[src/rtl/div_sequencer_pkg.sv]
// Shared definitions for the divider requester.
// Holds the sequencer state encoding and the default WIDTH/TIMEOUT values
// used by the sequencer and its command/response interface.
package div_sequencer_pkg;

  localparam int DEF_WIDTH   = 16;
  localparam int DEF_TIMEOUT = 80;

  typedef enum logic [1:0] {
    S_IDLE = 2'd0,
    S_ARM  = 2'd1,
    S_RUN  = 2'd2,
    S_DONE = 2'd3
  } seq_state_e;

endpackage

[src/rtl/div_sequencer_if.sv]
// Command/response port of the divider requester.
// cmd_*: valid/ready divide command (sel picks operand pair 1 or 2).
// rsp_*: one-cycle rsp_valid pulse with registered quotient and flags.
// master: the control logic issuing commands; slave: the sequencer.
interface div_sequencer_if
  import div_sequencer_pkg::*;
#(
  parameter int WIDTH = DEF_WIDTH
) ();

  logic             cmd_valid;
  logic             cmd_ready;
  logic             cmd_sel;
  logic [WIDTH-1:0] cmd_dividend;
  logic [WIDTH-1:0] cmd_divisor;

  logic             rsp_valid;
  logic [WIDTH-1:0] rsp_quot;
  logic             rsp_dbz;
  logic             rsp_timeout;

  modport master (
    output cmd_valid, cmd_sel, cmd_dividend, cmd_divisor,
    input  cmd_ready, rsp_valid, rsp_quot, rsp_dbz, rsp_timeout
  );

  modport slave (
    input  cmd_valid, cmd_sel, cmd_dividend, cmd_divisor,
    output cmd_ready, rsp_valid, rsp_quot, rsp_dbz, rsp_timeout
  );

endinterface

[src/rtl/div_sequencer.sv]
// Requester side of the divider handshake. Serialises divide commands to a
// single divider: loads the chosen operand pair, drives en/Select, waits for
// Ready with Busy low, and returns the captured quotient on the response port.
// Ports:
//   clk, rst        single clock, synchronous active-high reset
//   cmd_if (slave)  command valid/ready + response pulse/fields
//   div_en          divider enable (high in ARM and RUN only)
//   div_select      divider Select (1: pair 1, 0: pair 2)
//   div_dvd1/2      Dividend1/Dividend2
//   div_dvs1/2      Divisor1/Divisor2
//   div_res         divider result
//   div_busy        divider Busy
//   div_ready       divider Ready
module div_sequencer
  import div_sequencer_pkg::*;
#(
  parameter int WIDTH   = DEF_WIDTH,
  parameter int TIMEOUT = DEF_TIMEOUT
) (
  input  logic             clk,
  input  logic             rst,
  div_sequencer_if.slave   cmd_if,
  output logic             div_en,
  output logic             div_select,
  output logic [WIDTH-1:0] div_dvd1,
  output logic [WIDTH-1:0] div_dvs1,
  output logic [WIDTH-1:0] div_dvd2,
  output logic [WIDTH-1:0] div_dvs2,
  input  logic [WIDTH-1:0] div_res,
  input  logic             div_busy,
  input  logic             div_ready
);

  localparam int            TW     = $clog2(TIMEOUT + 1);
  localparam logic [TW-1:0] T_LAST = TW'(TIMEOUT - 1);

  seq_state_e       state_q, state_d;
  logic [TW-1:0]    timer_q, timer_d;
  logic             sel_q, sel_d;
  logic [WIDTH-1:0] dvd1_q, dvd1_d, dvs1_q, dvs1_d;
  logic [WIDTH-1:0] dvd2_q, dvd2_d, dvs2_q, dvs2_d;
  logic             dbz_pend_q, dbz_pend_d;
  logic [WIDTH-1:0] quot_q, quot_d;
  logic             dbz_q, dbz_d;
  logic             tout_q, tout_d;
  logic             cmd_fire;

  // cmd_ready is masked by rst so nothing is accepted in the reset cycle.
  assign cmd_if.cmd_ready   = (state_q == S_IDLE) && !rst;
  assign cmd_fire           = cmd_if.cmd_valid && cmd_if.cmd_ready;

  assign cmd_if.rsp_valid   = (state_q == S_DONE);
  assign cmd_if.rsp_quot    = quot_q;
  assign cmd_if.rsp_dbz     = dbz_q;
  assign cmd_if.rsp_timeout = tout_q;

  // en is dropped in DONE so the divider cannot restart on stale operands.
  assign div_en     = (state_q == S_ARM) || (state_q == S_RUN);
  assign div_select = sel_q;
  assign div_dvd1   = dvd1_q;
  assign div_dvs1   = dvs1_q;
  assign div_dvd2   = dvd2_q;
  assign div_dvs2   = dvs2_q;

  always_comb begin
    state_d    = state_q;
    timer_d    = timer_q;
    sel_d      = sel_q;
    dvd1_d     = dvd1_q;
    dvs1_d     = dvs1_q;
    dvd2_d     = dvd2_q;
    dvs2_d     = dvs2_q;
    dbz_pend_d = dbz_pend_q;
    quot_d     = quot_q;
    dbz_d      = dbz_q;
    tout_d     = tout_q;

    case (state_q)
      S_IDLE: begin
        if (cmd_fire) begin
          if (cmd_if.cmd_sel) begin
            dvd1_d = cmd_if.cmd_dividend;
            dvs1_d = cmd_if.cmd_divisor;
          end else begin
            dvd2_d = cmd_if.cmd_dividend;
            dvs2_d = cmd_if.cmd_divisor;
          end
          sel_d      = cmd_if.cmd_sel;
          dbz_pend_d = (cmd_if.cmd_divisor == '0);
          timer_d    = '0;
          state_d    = S_ARM;
        end
      end

      // Ready may still be high from the previous operation; only Busy
      // rising is meaningful here.
      S_ARM: begin
        timer_d = timer_q + 1'b1;
        if (timer_q == T_LAST) begin
          quot_d  = '0;
          dbz_d   = dbz_pend_q;
          tout_d  = 1'b1;
          state_d = S_DONE;
        end else if (div_busy) begin
          state_d = S_RUN;
        end
      end

      // A completion seen on the last timer cycle still wins over timeout.
      S_RUN: begin
        timer_d = timer_q + 1'b1;
        if (div_ready && !div_busy) begin
          quot_d  = dbz_pend_q ? '0 : div_res;
          dbz_d   = dbz_pend_q;
          tout_d  = 1'b0;
          state_d = S_DONE;
        end else if (timer_q == T_LAST) begin
          quot_d  = '0;
          dbz_d   = dbz_pend_q;
          tout_d  = 1'b1;
          state_d = S_DONE;
        end
      end

      S_DONE: state_d = S_IDLE;

      default: state_d = S_IDLE;
    endcase
  end

  always_ff @(posedge clk) begin
    if (rst) begin
      state_q    <= S_IDLE;
      timer_q    <= '0;
      sel_q      <= 1'b0;
      dvd1_q     <= '0;
      dvs1_q     <= '0;
      dvd2_q     <= '0;
      dvs2_q     <= '0;
      dbz_pend_q <= 1'b0;
      quot_q     <= '0;
      dbz_q      <= 1'b0;
      tout_q     <= 1'b0;
    end else begin
      state_q    <= state_d;
      timer_q    <= timer_d;
      sel_q      <= sel_d;
      dvd1_q     <= dvd1_d;
      dvs1_q     <= dvs1_d;
      dvd2_q     <= dvd2_d;
      dvs2_q     <= dvs2_d;
      dbz_pend_q <= dbz_pend_d;
      quot_q     <= quot_d;
      dbz_q      <= dbz_d;
      tout_q     <= tout_d;
    end
  end

endmodule

[src/flat_wrapper.sv]
// flat-port wrapper written by rule: the top's interface ports become plain ports
module div_sequencer_flat import div_sequencer_pkg::*;
#(
  parameter int WIDTH   = DEF_WIDTH,
  parameter int TIMEOUT = DEF_TIMEOUT
)
  (clk, rst, div_en, div_select, div_dvd1, div_dvs1, div_dvd2, div_dvs2, div_res, div_busy, div_ready, cmd_if_cmd_valid, cmd_if_cmd_sel, cmd_if_cmd_dividend, cmd_if_cmd_divisor, cmd_if_cmd_ready, cmd_if_rsp_valid, cmd_if_rsp_quot, cmd_if_rsp_dbz, cmd_if_rsp_timeout);
  div_sequencer_if #(.WIDTH(WIDTH)) cmd_if_i ();
  input  logic clk;
  input  logic rst;
  output logic div_en;
  output logic div_select;
  output logic [WIDTH-1:0] div_dvd1;
  output logic [WIDTH-1:0] div_dvs1;
  output logic [WIDTH-1:0] div_dvd2;
  output logic [WIDTH-1:0] div_dvs2;
  input  logic [WIDTH-1:0] div_res;
  input  logic div_busy;
  input  logic div_ready;
  input wire logic [$bits(cmd_if_i.cmd_valid)-1:0] cmd_if_cmd_valid;
  input wire logic [$bits(cmd_if_i.cmd_sel)-1:0] cmd_if_cmd_sel;
  input wire logic [$bits(cmd_if_i.cmd_dividend)-1:0] cmd_if_cmd_dividend;
  input wire logic [$bits(cmd_if_i.cmd_divisor)-1:0] cmd_if_cmd_divisor;
  output wire logic [$bits(cmd_if_i.cmd_ready)-1:0] cmd_if_cmd_ready;
  output wire logic [$bits(cmd_if_i.rsp_valid)-1:0] cmd_if_rsp_valid;
  output wire logic [$bits(cmd_if_i.rsp_quot)-1:0] cmd_if_rsp_quot;
  output wire logic [$bits(cmd_if_i.rsp_dbz)-1:0] cmd_if_rsp_dbz;
  output wire logic [$bits(cmd_if_i.rsp_timeout)-1:0] cmd_if_rsp_timeout;
  assign cmd_if_i.cmd_valid = cmd_if_cmd_valid;
  assign cmd_if_i.cmd_sel = cmd_if_cmd_sel;
  assign cmd_if_i.cmd_dividend = cmd_if_cmd_dividend;
  assign cmd_if_i.cmd_divisor = cmd_if_cmd_divisor;
  assign cmd_if_cmd_ready = cmd_if_i.cmd_ready;
  assign cmd_if_rsp_valid = cmd_if_i.rsp_valid;
  assign cmd_if_rsp_quot = cmd_if_i.rsp_quot;
  assign cmd_if_rsp_dbz = cmd_if_i.rsp_dbz;
  assign cmd_if_rsp_timeout = cmd_if_i.rsp_timeout;
  div_sequencer #(.WIDTH(WIDTH), .TIMEOUT(TIMEOUT)) u_core (.clk(clk), .rst(rst), .cmd_if(cmd_if_i), .div_en(div_en), .div_select(div_select), .div_dvd1(div_dvd1), .div_dvs1(div_dvs1), .div_dvd2(div_dvd2), .div_dvs2(div_dvs2), .div_res(div_res), .div_busy(div_busy), .div_ready(div_ready));
endmodule
[config.mk]
export PLATFORM = sky130hd
export DESIGN_NAME = div_sequencer_flat
export DESIGN_NICKNAME = d
export VERILOG_FILES = /design/src/rtl/div_sequencer_pkg.sv /design/src/rtl/div_sequencer_if.sv /design/src/rtl/div_sequencer.sv /design/src/flat_wrapper.sv
export SDC_FILE = /design/constraint.sdc
export NUM_CORES = 1
export LEC_CHECK = 0
export ABC_CLOCK_PERIOD_IN_PS = 3020
export CAP_MARGIN = 40
export CORE_AREA = 2 2 92 94
export DETAILED_ROUTE_END_ITERATION = 16
export DIE_AREA = 0 0 94 96
export PLACE_DENSITY_LB_ADDON = 0.3
export REMOVE_ABC_BUFFERS = 1
export SYNTH_ARGS = -nofsm -noshare
export SYNTH_HDL_FRONTEND = slang
export SYNTH_SLANG_ARGS = --single-unit
[constraint.sdc]
create_clock -name clk -period 3.02 [get_ports clk]
set_input_delay 0.302 -clock clk [delete_from_list [all_inputs] [get_ports clk]]
set_output_delay 0.302 -clock clk [all_outputs]
set_load 0.01 [all_outputs]
# Yosys cells after proc, flatten, opt, wreduce, memory -nomap -nowiden
# Index checks and enable logic that the tools add are counted.
op_classes:
  n_addsub: 1
  eq_ne: 7
  n_mux: 18
  n_bitwise: 1
  reduce_logical: 16
op_table:
  columns: ["operator", "n"]
  rows:
  - ["$mux W16", 3]
  - ["$pmux W16 S2", 1]
  - ["$logic_not A16 Y1", 1]
  - ["$pmux W7 S2", 1]
  - ["$mux W2", 5]
  - ["$reduce_and A3 Y1", 3]
  - ["$pmux W2 S4", 1]
  - ["$add A7 B1 Y7 const B", 1]
  - ["$eq A7 B7 Y1 const B", 1]
  - ["$mux W7", 1]
  - ["$ne A3 B3 Y1 const B", 2]
  - ["$eq A2 B2 Y1 const B", 2]
  - ["$mux W1", 4]
  - ["$pmux W1 S2", 2]
  - ["$reduce_and A2 Y1", 2]
  - ["$reduce_bool A2 Y1", 2]
  - ["$logic_and A1 B1 Y1", 3]
  - ["$eq A2 B1 Y1 const B", 1]
  - ["$logic_not A1 Y1", 2]
  - ["$logic_not A2 Y1", 1]
  - ["$ne A2 B1 Y1 const B", 1]
  - ["$reduce_or A2 Y1", 1]
  - ["$logic_or A1 B1 Y1", 1]
  - ["$not A1 Y1", 1]
word_totals:
  register_bits: 93
  inputBits: 54
  output_inout_bits: 86
  elab_cells: 54

# Depth between registers and ports, before layout
logic_depth:
  word_depth: 5
  ltp_mapped: 7

# Worst setup path before layout
# Ideal clock, no wire load.
synth_path:
  kind: "register -> register"
  startpoint: "register u_core.state_q[1]"
  endpoint: "register u_core.quot_q[10], in the netlist u_core.cmd_if.rsp_quot[10]"
  arrival_time_ns: 1.744
  setup_slack_ns: 1.218
  path_stages_with_launch: 8
  path_buffers: 2
  path_cell_list: "dfxtp_1 -> inv_1 -> ha_1 -> buf_4 -> inv_1 -> nor4_4 -> buf_4 -> a22o_1"
synth_via:
  elab_chain_cells: 2
  word_cells_on_any_way: 4
  cone_classes: "eq/ne (2); mux (1); reduce/logical (1)"
synth_lines:
  columns: ["item", "line_no", "text"]
  rows:
  - ["start: declaration", "div_sequencer.sv:37", "seq_state_e state_q, state_d;"]
  - ["start signal: assignment", "div_sequencer.sv:145", "state_q <= state_d;"]
  - ["$eq A2 B2 Y1 / $eq A2 B1 Y1 (equally long branches)", "div_sequencer.sv:78", "case (state_q)"]
  - ["$pmux W16 S2 / $reduce_bool A2 Y1 (equally long branches)", null, null]
  - ["end signal: assignment", "div_sequencer.sv:153", "quot_q <= quot_d;"]
  - ["end: declaration", "div_sequencer.sv:43", "logic [WIDTH-1:0] quot_q, quot_d;"]
# Several ways; a longest one is shown, not always the timed one.
# A chain may end at the register's enable or synchronous reset.

# Worst setup path after layout
layout_path:
  startpoint: "register u_core.state_q[1]"
  endpoint: "output div_en"
layout_via:
  elab_chain_cells: 2
  word_cells_on_any_way: 3
  cone_classes: "eq/ne (2); reduce/logical (1)"
layout_lines:
  columns: ["item", "line_no", "text"]
  rows:
  - ["$eq A2 B1 Y1 / $eq A2 B2 Y1 (equally long branches)", "div_sequencer.sv:58", "assign div_en = (state_q == S_ARM) || (state_q == S_RUN);"]
  - ["$logic_or A1 B1 Y1 *", "div_sequencer.sv:58", null]
  - ["end: declaration", "flat_wrapper.sv:11", "output logic div_en;"]
# Every way passes the cells marked *; elsewhere a longest branch is shown, timed or not.

==> impl_metrics.tcl <==
set metrics [dict create \
    syn_avg_cell_area_um2 8.57 \
    grt_overflow 0 \
    ys_ff_latch 93 \
    dpl.hpwl_um 6580 \
    finalNonFillerCells 647 \
    grt_first_pass_wirelength_um 14800 \
    period_share_pct 76.7 \
    endpoint_kind "output pin" \
    antenna_found_initial 0 \
    relSlewSlack_pct 45.9 \
    status "complete, no violations" \
    drtIter0Drc 82 \
    critPathMaxStageDelay_ns 0.62 \
    max_cap_viol_count 0 \
    row_count 33 \
    ctsResizeCount 0 \
    grt_use_total_pct 20.8 \
    irDropWorstVdd_mv 0.445 \
    drc_errors 0 \
    root_buffer "clkbuf_8" \
    synth_edf_count 0 \
    nNetsFinal 598 \
    dieArea_um2 9020 \
    crit_family "buffers and inverters" \
    cts-buffers-inserted 9 \
    crit_slowest_cell "clkdlybuf4s50_1" \
    synth.most_common_cell "nand2_1" \
    final.setup_skew_ns 0.00778 \
    h-tree-depth 3 \
    ys_top_cells_by_area "dfxtp_1 (53%), nand2_1 (15%), a21oi_1 (10%), a22o_1 (4.0%), ha_1 (2.2%)" \
    setup_tns_ns 0 \
    synthCells 407 \
    die_w_um 94 \
    clockBufferDepth 2 \
    rsz0062_at_grt "no" \
    synthDistinctLibCells 38 \
    num_antenna_cells 0 \
    drt-total-wl_um 9460 \
    viasPerCell 5.06 \
    first_pass_iters 4 \
    coreArea_um2 8050 \
    cp-start-kind "flop" \
    hp-class "input pin to flop" \
    placed_cells 632 \
    min_period_ns 2.32 \
    initial_core_util_pct 43.3 \
    ys.flop_type "dfxtp_1" \
    drv_slew 0 \
    die_y_um 96 \
    clock_latency_ns 0.35 \
    clock_sinks 93 \
    setup_violations 0 \
    ys_seq_area_share_pct 53.4 \
    tritoncts "done" \
    path_cells "inv_1 > ha_1 > clkdlybuf4s50_1" \
    post_cts_buffers 0 \
    seq_area_um2 1860 \
    num-fill-cells 692 \
    yosysWarnings 0 \
    drive_above_1_share_pct 5.54 \
    grt_start_max_net_pins 70 \
    worstMarginPinSlew_ns 0.806 \
    vias 3271 \
    ioPinCount 140 \
    grt_pass1_vias 3091 \
    ctsHoldBuffers 0 \
    io_buffers 139 \
    hold_viol 0 \
    path_class "flop to output pin" \
    path_max_fanout 11 \
    synth_area_leader_cell "dfxtp_1" \
    multi_input_area_um2 1490 \
    cp.buffers_inverters 2 \
    power_density_nw_per_um2 584 \
    synth_top_area_share_pct 53.4 \
    crit_required_ns 2.72 \
    cp.arrival_ns 2.01 \
    synth.top_cells.by_count "nand2_1 (135), dfxtp_1 (93), a21oi_1 (70), a22o_1 (16), clkbuf_1 (14)" \
    syn2layout_area_growth_pct 48.2 \
    postRouteAntennaNets 0 \
    gp_congestion 0.776 \
    avgRoutedWirePerCell_um 14.6 \
    clkTransAtPathRegs_ns 0.09 \
    ys_async_sr_fraction_pct 0 \
    synth.cell_area_um2 3490 \
    fmax_mhz 432 \
    leakagePower_nw 1.78 \
]
[where the power goes]
group / switching (mW) / internal (mW) / total [mW] / leakage, nW
clock: 0.435 / 0.488 / 0.923 / 0.105
combinational: 0.402 / 0.338 / 0.740 / 0.926
sequential: 0.0508 / 1.31 / 1.36 / 0.753
[area by class of cell]
| class | instances | area share, % |
|---|---|---|
| Inverter | 6 | 0.436 |
| Sequential cell | 93 | 36.0 |
| Clock buffer | 10 | 2.66 |
| Multi-Input combinational cell | 284 | 28.7 |
| Timing Repair Buffer | 144 | 28.0 |
| Clock inverter | 5 | 1.62 |
| Tap cell | 105 | 2.54 |
[worst register-to-register path, stage by stage (launching register included)]
cell     delay (ns)
dfxtp_1        0.42
inv_1          0.11
ha_1           0.53
inv_1          0.18
nor4_4         0.77
a22o_1         0.24
[worst paths after layout]
kind                                     startpoint                         end  slack [ns]  cells past startpoint
worst max-delay path              u_core.state_q[1]                      div_en        0.70                      3
worst min-delay path                            rst   u_core.cmd_if.rsp_timeout        0.32                      2
worst max register to register    u_core.state_q[1]  u_core.cmd_if.rsp_quot[10]        0.74                      5
worst min register to register  u_core.div_dvs2[12]         u_core.div_dvs2[12]        0.46                      2
[cells in the final DEF, fill, tap and decap left out, drive strengths merged, types with 2 or more instances in the layout]
cell type / n
xnor2: 3
nor2b: 3
clkbuf: 10
dfxtp: 93
mux2i: 2
buf: 6
nor4: 6
nand2: 135
a22o: 16
bufinv: 2
a21oi: 72
a211oi: 2
o21ai: 3
clkinvlp: 2
nor2: 8
ha: 6
nand2b: 7
nand3b: 4
clkdlybuf4s50: 138
nand3: 5
inv: 7
[sequential cells by signal, indices dropped and copies added (netlist names)]
register and flops:
u_core.cmd_if.rsp_timeout 1, u_core.cmd_if.rsp_dbz 1, u_core.cmd_if.rsp_quot 16, u_core.div_dvs2 16, u_core.div_dvd1 16, u_core.div_select 1
u_core.dbz_pend_q 1, u_core.div_dvs1 16, u_core.timer_q 7, u_core.div_dvd2 16, u_core.state_q 2
[per-stage QoR]
stage               power, mW  hold WS (ns)  area, um^2  utilization [%]  worst slack (ns)
detailed placement       2.13         0.446        4950             61.5             0.757
finish                   3.02         0.317        5170             64.2             0.704
floorplan                1.75         0.371        3370                -              1.01
global placement         2.10         0.441        4950             61.5             0.787
CTS                      3.04         0.311        5170             64.2             0.695
global route             3.18         0.335        5170             64.2             0.507
[metal layers]
metal  GRT usage, %  part of all wire [%]  up-vias
met2           35.2                    48      113
met4           7.49                   1.2        0
li1               -                     -     1631
met1           24.8                    43     1517
met3           6.97                   7.9       10
met5              0                     0        -
[logic make-up after synthesis]
family	count (synthesis)	synth area share (%)
adders and majority gates	6	2.15
buffers and inverters	30	4.05
AOI/OAI and AO/OA	102	17.8
muxes	2	0.574
xor gates and xnor gates	3	0.753
DFF	93	53.4
and+or+nand+nor	171	21.3
Note: power is estimated with default switching activity, not from simulation.
